`src/rtl/ro_meas_pkg.sv`:
```
// Shared types and default parameters for the ring-oscillator measurement controller.
package ro_meas_pkg;

    typedef enum logic [1:0] {
        ST_IDLE    = 2'd0,
        ST_SETTLE  = 2'd1,
        ST_MEASURE = 2'd2,
        ST_DONE    = 2'd3
    } ro_meas_state_t;

    localparam int unsigned RO_GATE_W_DEF     = 16;
    localparam int unsigned RO_CNT_W_DEF      = 16;
    localparam int unsigned RO_SETTLE_CYC_DEF = 8;

endpackage

```
`src/rtl/ro_sync.sv`:
```
// Two-flop synchronizer bringing the free-running oscillator output into the clk domain.
module ro_sync (
    input  logic clk,
    input  logic rst,
    input  logic d_i,
    output logic q_o
);

    logic meta_q;
    logic sync_q;

    // Double-register the asynchronous input to resolve metastability.
    always_ff @(posedge clk or posedge rst) begin
        if (rst) begin
            meta_q <= 1'b0;
            sync_q <= 1'b0;
        end else begin
            meta_q <= d_i;
            sync_q <= meta_q;
        end
    end

    assign q_o = sync_q;

endmodule

```
`src/rtl/ro_meas_ctrl.sv`:
```
// Ring-oscillator measurement sequencer: enable, settle, count synchronized rising
// edges over a programmable gate window, then publish a saturating count with a done pulse.
module ro_meas_ctrl
    import ro_meas_pkg::*;
#(
    parameter int unsigned GATE_W     = RO_GATE_W_DEF,
    parameter int unsigned CNT_W      = RO_CNT_W_DEF,
    parameter int unsigned SETTLE_CYC = RO_SETTLE_CYC_DEF
) (
    input  logic              clk,
    input  logic              rst,
    input  logic              start,
    input  logic              abort,
    input  logic [GATE_W-1:0] gate_cycles,
    input  logic              ro_in,
    output logic              ro_en,
    output logic              busy,
    output logic              done,
    output logic [CNT_W-1:0]  count,
    output logic              ovf
);

    localparam int unsigned      SET_W    = (SETTLE_CYC > 1) ? $clog2(SETTLE_CYC) : 1;
    localparam logic [SET_W-1:0] SET_LOAD = SET_W'(SETTLE_CYC - 1);
    localparam logic [CNT_W-1:0] CNT_MAX  = {CNT_W{1'b1}};

    ro_meas_state_t    state_q;
    logic [SET_W-1:0]  settle_q;
    logic [GATE_W-1:0] gate_q;
    logic [CNT_W-1:0]  run_q;
    logic              run_ovf_q;
    logic              ro_en_q;
    logic              busy_q;
    logic              done_q;
    logic [CNT_W-1:0]  count_q;
    logic              ovf_q;

    logic              ro_sync_s;
    logic              ro_hist_q;
    logic              ro_rise_s;
    logic [CNT_W-1:0]  run_d;
    logic              run_ovf_d;

    ro_sync u_ro_sync (
        .clk (clk),
        .rst (rst),
        .d_i (ro_in),
        .q_o (ro_sync_s)
    );

    // History flop for rising-edge detection on the synchronized oscillator.
    always_ff @(posedge clk or posedge rst) begin
        if (rst) begin
            ro_hist_q <= 1'b0;
        end else begin
            ro_hist_q <= ro_sync_s;
        end
    end

    assign ro_rise_s = ro_sync_s & ~ro_hist_q;

    // Saturating next value of the running edge count; ovf latches once the ceiling is hit.
    always_comb begin
        run_d = run_q;
        if (ro_rise_s && (run_q != CNT_MAX)) begin
            run_d = run_q + CNT_W'(1);
        end else begin
            run_d = run_q;
        end
        run_ovf_d = run_ovf_q | (run_d == CNT_MAX);
    end

    // Measurement FSM with all outputs registered.
    always_ff @(posedge clk or posedge rst) begin
        if (rst) begin
            state_q   <= ST_IDLE;
            settle_q  <= {SET_W{1'b0}};
            gate_q    <= {GATE_W{1'b0}};
            run_q     <= {CNT_W{1'b0}};
            run_ovf_q <= 1'b0;
            ro_en_q   <= 1'b0;
            busy_q    <= 1'b0;
            done_q    <= 1'b0;
            count_q   <= {CNT_W{1'b0}};
            ovf_q     <= 1'b0;
        end else begin
            done_q <= 1'b0;
            case (state_q)
                ST_IDLE: begin
                    if (start && !abort) begin
                        run_q     <= {CNT_W{1'b0}};
                        run_ovf_q <= 1'b0;
                        if (gate_cycles != {GATE_W{1'b0}}) begin
                            gate_q   <= gate_cycles;
                            settle_q <= SET_LOAD;
                            ro_en_q  <= 1'b1;
                            busy_q   <= 1'b1;
                            state_q  <= ST_SETTLE;
                        end else begin
                            count_q <= {CNT_W{1'b0}};
                            ovf_q   <= 1'b0;
                            done_q  <= 1'b1;
                            state_q <= ST_DONE;
                        end
                    end
                end
                ST_SETTLE: begin
                    if (abort) begin
                        ro_en_q <= 1'b0;
                        busy_q  <= 1'b0;
                        state_q <= ST_IDLE;
                    end else if (settle_q == {SET_W{1'b0}}) begin
                        state_q <= ST_MEASURE;
                    end else begin
                        settle_q <= settle_q - SET_W'(1);
                    end
                end
                ST_MEASURE: begin
                    if (abort) begin
                        ro_en_q <= 1'b0;
                        busy_q  <= 1'b0;
                        state_q <= ST_IDLE;
                    end else begin
                        run_q     <= run_d;
                        run_ovf_q <= run_ovf_d;
                        gate_q    <= gate_q - GATE_W'(1);
                        // The final gate cycle's edge is folded straight into the published result.
                        if (gate_q == GATE_W'(1)) begin
                            ro_en_q <= 1'b0;
                            busy_q  <= 1'b0;
                            done_q  <= 1'b1;
                            count_q <= run_d;
                            ovf_q   <= run_ovf_d;
                            state_q <= ST_DONE;
                        end
                    end
                end
                ST_DONE: begin
                    state_q <= ST_IDLE;
                end
                default: begin
                    ro_en_q <= 1'b0;
                    busy_q  <= 1'b0;
                    state_q <= ST_IDLE;
                end
            endcase
        end
    end

    assign ro_en = ro_en_q;
    assign busy  = busy_q;
    assign done  = done_q;
    assign count = count_q;
    assign ovf   = ovf_q;

endmodule

```
`config.mk`:
```
export PLATFORM = sky130hd
export DESIGN_NAME = ro_meas_ctrl
export DESIGN_NICKNAME = d
export VERILOG_FILES = /design/src/rtl/ro_meas_pkg.sv /design/src/rtl/ro_sync.sv /design/src/rtl/ro_meas_ctrl.sv
export SDC_FILE = /design/constraint.sdc
export NUM_CORES = 1
export LEC_CHECK = 0
export BUFFER_PORTS_ARGS = -buffer_cell sky130_fd_sc_hd__buf_2
export CORE_MARGIN = 2
export CORE_UTILIZATION = 59
export DETAILED_ROUTE_END_ITERATION = 6
export GPL_TIMING_DRIVEN = 0
export PLACE_DENSITY = 0.8
export SLEW_MARGIN = 20
export SYNTH_ARGS = -nofsm -noshare
export SYNTH_HDL_FRONTEND = slang
export SYNTH_SLANG_ARGS = --single-unit
```
`constraint.sdc`:
```
create_clock -name clk -period 3.15 [get_ports clk]
set_input_delay 0.315 -clock clk [delete_from_list [all_inputs] [get_ports clk]]
set_output_delay 0.315 -clock clk [all_outputs]
set_load 0.03 [all_outputs]
```
After elaboration in Yosys (flattened, before gate mapping)
Cells that the tools add are included.

storage, ports and cells
  word-level logic and storage cells = 93
  flip-flop bits (word level) = 60
  input port bits = 21
  output and inout bits = 20

operators by class
  muxes and demuxes = 44
  reduce and logical (&&, ||, !) cells = 15
  add/sub/neg operators = 3
  eq/ne operators = 16
  bitwise logic cells = 3

operator list
  cell                   count
  $mux 16                10
  $pmux 16 s2            3
  $add 16x1->16 const B  1
  $eq 16x1->1 const B    1
  $eq 16x16->1 const B   1
  $ne 16x16->1 const B   1
  $ne 2x2->1 const B     8
  $reduce_bool 16->1     1
  $sub 16x1->16 const B  1
  $mux 1                 15
  $reduce_and 5->1       3
  $mux 2                 6
  $mux 3                 4
  $pmux 2 s4             1
  $ne 3x3->1 const B     2
  $pmux 1 s2             3
  $pmux 3 s2             1
  $reduce_and 3->1       2
  $eq 2x2->1 const B     2
  $reduce_and 4->1       1
  $reduce_bool 2->1      2
  $logic_not 3->1        1
  $pmux 1 s3             1
  $reduce_bool 3->1      1
  other kinds (8)        9

Depth between registers and ports, before layout
  depth after elaboration = 9
  gate-level depth with buffers = 10
  mapped depth without buffers = 8

Cells and area by module
A second synthesis with hierarchy kept.

unflattened totals
  cell total of the unflattened synthesis = 405
  area, all modules = 3,499.6 sq um

by module, submodules not included
  module        cells each  area each (sq um)  instances  seq. area each (sq um)
  ro_meas_ctrl  402         3,445.8            1          1,451.4
  ro_sync       3           53.8               1          50.0

Worst setup path before layout
Ideal clock, no wire load.

  path type = flip-flop to flip-flop
  start point = reg run_q[0]
  end point = reg ovf_q (netlist: ovf)
  clock period less this slack = 2,241 ps
  cell stages (with the launch flop) = 8
  required time = 3,028 ps
  setup time = 122 ps
  arrival time = 2,120 ps
  buffers on the path = 0
  path slack = 909 ps
  cell sequence = dfrtp_1 -> ha_1 -> and3_1 -> a41o_4 -> or4_4 -> xnor2_2 -> a41oi_1 -> o21ai_1

on the way
  word-level cells in the longest chain between the ends = 8
  elaborated cells on any way between the ends = 9
  classes of those cells = add/sub: 1; eq/ne: 2; mux: 4; bitwise: 1; reduce/logical: 1

RTL lines
  element                                                                line                 RTL
  start, declared                                                        ro_meas_ctrl.sv:30   logic [CNT_W-1:0] run_q;
  start signal, assigned                                                 ro_meas_ctrl.sv:79   run_q <= {CNT_W{1'b0}};
  start signal, assigned                                                 ro_meas_ctrl.sv:91   run_q <= {CNT_W{1'b0}};
  start signal, assigned                                                 ro_meas_ctrl.sv:124  run_q <= run_d;
  parallel branches: the longest is 2 deep, another holds $add 16x1->16  -
  $mux 16 *                                                              ro_meas_ctrl.sv:65   if (ro_rise_s && (run_q != CNT_MAX)) begin
  $eq 16x16->1 *                                                         ro_meas_ctrl.sv:70   run_ovf_d = run_ovf_q | (run_d == CNT_MAX);
  $or 1x1->1 *                                                           ro_meas_ctrl.sv:70
  $mux 1 *                                                               ro_meas_ctrl.sv:128  if (gate_q == GATE_W'(1)) begin
  $mux 1 *                                                               ro_meas_ctrl.sv:119  if (abort) begin
  $pmux 1 s2 *                                                           ro_meas_ctrl.sv:88   case (state_q)
  end signal, assigned                                                   ro_meas_ctrl.sv:133  ovf_q <= run_ovf_d;
  end, declared                                                          ro_meas_ctrl.sv:36   logic ovf_q;

Mark *: on every way between the ends. The select of a mux whose other input is x is not followed.
A chain may end at the register's enable or synchronous reset.

Worst setup path after layout
  start point = reg state_q[0]
  end point = reg gate_q[11]

on the way
  word-level cells in the longest chain between the ends = 3
  elaborated cells on any way between the ends = 8
  classes of those cells = eq/ne: 4; mux: 1; reduce/logical: 3

RTL lines
  element                                                           line                 RTL
  start, declared                                                   ro_meas_ctrl.sv:27   ro_meas_state_t state_q;
  start signal, assigned                                            ro_meas_ctrl.sv:76   state_q <= ST_IDLE;
  start signal, assigned                                            ro_meas_ctrl.sv:98   state_q <= ST_SETTLE;
  start signal, assigned                                            ro_meas_ctrl.sv:103  state_q <= ST_DONE;
  $eq 2x2->1 / $logic_not 2->1 (equally long branches)              ro_meas_ctrl.sv:88
  $ne 2x2->1 (no line) / $reduce_bool 2->1 (equally long branches)  -
  $reduce_and 4->1 (no line)                                        -
  end signal, assigned                                              ro_meas_ctrl.sv:78   gate_q <= {GATE_W{1'b0}};
  end signal, assigned                                              ro_meas_ctrl.sv:94   gate_q <= gate_cycles;
  end signal, assigned                                              ro_meas_ctrl.sv:126  gate_q <= gate_q - GATE_W'(1);
  end, declared                                                     ro_meas_ctrl.sv:29   logic [GATE_W-1:0] gate_q;

Several ways; a longest one is shown, not always the timed one.

==> run summary <==
sequential area share after synthesis = 0.4190
PD cells = 635.8 nW/um2
status = finished clean
WP data required = 3430 ps
DR vias/cell = 6.127
Avg WL per Cell = 16.37 um
CTS Buf Count = 9
area of the multi-input gates = 1914 um2
vias in the first global route = 3068
fillers = 481
antenna violations before repair = 0
Tightest Pin Transition = 734.0 ps
Fmax = 0.3572 GHz
Post-DRT Antenna Nets = 0
ratio of cells with drive above 1 in the final layout = 0.1800
worst vdd ir = 0.5035 mV
Register Area = 1501 um2
area grow syn2layout = 14.84%
Worst Skew = 8.023 ps
Final Hold Vio Count = 0
Synth Cell Area = 3583 um2
Critical Path Source Type = flop
drt total wl = 8.775 mm
detailed-placement wirelength estimate = 6.387 mm
static leakage = 1.765 nW
Syn Nets = 434
flops & latches, synth = 60
Yosys warnings = 0
final net count = 486
CTS H-tree lvls = 3
global-route wire length before repair = 14.73 mm
port buffer count = 39
post-CTS sizing = 0
pin count of the biggest net entering global routing = 47
worst relative slew slack = 0.5066
gr ovfl total = 0
EDFF count, synth = 0
Worst-Skew Late Latency = 350 ps
number of setup buffers added after CTS = 0
CTS tree = done
CTS Sinks = 60
asr flop ratio synth = 1.000
dpl cells = 519
final period utilization = 0.8887
final slew viol count = 0
Pre-antenna DRT Iters = 4
Critical Path End Type = flop
critical path type = reg2reg
num rows = 28
max cap viols = 0
final setup fails = 0
syn avg cell area = 8.870 um2
RSZ-0062 raised after global routing = false
post-synth cell types = 63
All-Layer GR Usage = 0.2888
Starting DRT DRC Count = 209
Setup TNS = 0 ps
Worst-path clk slew = 70 ps
die area = 6713 um2
crit path DAT = 3080 ps
fin cells = 536
Remaining DRCs = 0
Inserted Diodes = 0
Die Width = 81.94 um
Placer Congestion = 0.9602
Placeable Area = 5886 um2
Synth Instances = 404
Tmin final = 2799 ps
dominant synthesized flop cell = dfrtp_1
DR vias = 3284
initial core utilization = 0.6088
Top Ports = 41
CTS root buf = clkbuf_8
critical-path maximum fanout = 9
worst hold path type = in2reg
Die Y = 81.94 um
maximum clock path buffer count = 2
[cell families after synthesis]
kind of cell,after synthesis,synth area share
AND/OR/NAND/NOR,159,0.2298
AO/OA/AOI/OAI,120,0.2203
flip-flops,60,0.4190
buffers and inverters,38,0.04679
multiplexers,10,0.03108
adder cells (fa/ha/maj),9,0.03143
XOR/XNOR,8,0.02165
[cells in the final DEF, fill, tap and decap left out, drive strengths merged, types with 5 or more instances in the layout]
master | Yosys | layout
or3 | 5 | 5
o31ai | 18 | 18
clkbuf | 18 | 30
inv | 13 | 13
nor3 | 7 | 7
a21oi | 27 | 27
nand4 | 8 | 8
o22ai | 5 | 5
o21ai | 36 | 36
nand3 | 13 | 13
nor4 | 8 | 8
nand2 | 61 | 61
a22o | 5 | 5
buf | 7 | 47
ha | 9 | 9
mux2i | 7 | 7
nor2 | 26 | 26
xnor2 | 5 | 5
dfrtp | 60 | 60
or4 | 6 | 6
[synth_stat cells (5+ instances only)]
cell / count / area, um2
nand2_1: 61 / 229.0
dfrtp_1: 60 / 1501
o21ai_0: 31 / 155.2
a21oi_1: 27 / 135.1
nor2_1: 25 / 93.84
o31ai_1: 18 / 135.1
clkbuf_1: 16 / 60.06
inv_1: 13 / 48.80
nand3_1: 13 / 65.06
ha_1: 9 / 112.6
mux2i_1: 7 / 70.07
nand4_1: 7 / 43.79
nor4_1: 7 / 43.79
a22o_1: 5 / 43.79
nor3_1: 5 / 25.02
o21ai_1: 5 / 25.02
o22ai_1: 5 / 31.28
or3_1: 5 / 31.28
[sequential cells by signal, summed over array words and instances (netlist names)]
signal / flops
state_q: 2
settle_q: 3
u_ro_sync.meta_q: 1
ro_hist_q: 1
ovf: 1
count: 16
u_ro_sync.q_o: 1
run_ovf_q: 1
gate_q: 16
run_q: 16
busy: 1
done: 1
[metrics by stage]
stage | worst slack (ps) | total power [mW] | util | hold slack, ps | area [um2]
after floorplan | 908.8 | 1.668 | - | 331.2 | 3583
after global placement | 489.6 | 1.859 | 0.6580 | 332.4 | 3872
after detailed placement | 403.4 | 1.896 | 0.6631 | 263.3 | 3902
after CTS | 368.2 | 2.621 | 0.6992 | 65.25 | 4115
after global routing | 166.3 | 2.781 | 0.6992 | 68.46 | 4115
final | 350.6 | 2.616 | 0.6992 | 79.41 | 4115
[critical path: stages (launching register included)]
cell and delay (ps):
dfrtp_1 400, inv_1 80, ha_1 190, clkbuf_2 160
mux2i_1 150, nor2_1 500, o21ai_1 410, or4_1 570
a21oi_1 150, a221o_1 120
[worst paths after layout]
check,startpoint,end,slack (ps),cells after the start
hold reg to reg,u_ro_sync.meta_q$_DFF_PP0_,u_ro_sync.q_o$_DFF_PP0_,380,0
setup / recovery,state_q[0]$_DFFE_PP0P_,gate_q[11]$_DFFE_PP0P_,350,9
setup reg to reg,state_q[0]$_DFFE_PP0P_,gate_q[11]$_DFFE_PP0P_,350,9
hold / removal,ro_in,u_ro_sync.meta_q$_DFF_PP0_,80,1
max in group asynchronous,rst,count[11]$_DFFE_PP0P_,2200,4
min in group asynchronous,rst,count[1]$_DFFE_PP0P_,460,3
[power breakdown]
| group | total (mW) | switching [mW] | internal, mW |
|---|---|---|---|
| sequential | 1.08 | 0.164 | 0.911 |
| combinational | 0.817 | 0.507 | 0.311 |
| clock | 0.724 | 0.318 | 0.406 |
| total | 2.62 | 0.988 | 1.63 |
[what timing repair did]
item,CTS,global route
hold buffers,1,0
setup endpoints to repair,0,0
hold endpoints to repair,14,0
[routing by layer]
| metal | share of wire | wire length, um | up-vias | global-route usage |
|---|---|---|---|---|
| li1 | - | - | 1598 | - |
| met1 | 0.44 | 3833 | 1576 | 0.3651 |
| met2 | 0.50 | 4393 | 96 | 0.4992 |
| met3 | 0.046 | 400 | 14 | 0.05385 |
| met4 | 0.017 | 147 | 0 | 0.09167 |
| met5 | 0 | 0 | - | 0 |
[final cells by class]
cell class              count  area share
plain buffers              25     0.02888
clock buffers              12     0.03770
clock inverters             4     0.01155
inverters                  13     0.01247
multi-input cells         306      0.4652
flip-flops and latches     60      0.3649
well taps                  75     0.02280
repair buffers             41     0.05655
No activity file was read; power rests on OpenSTA's default activity.
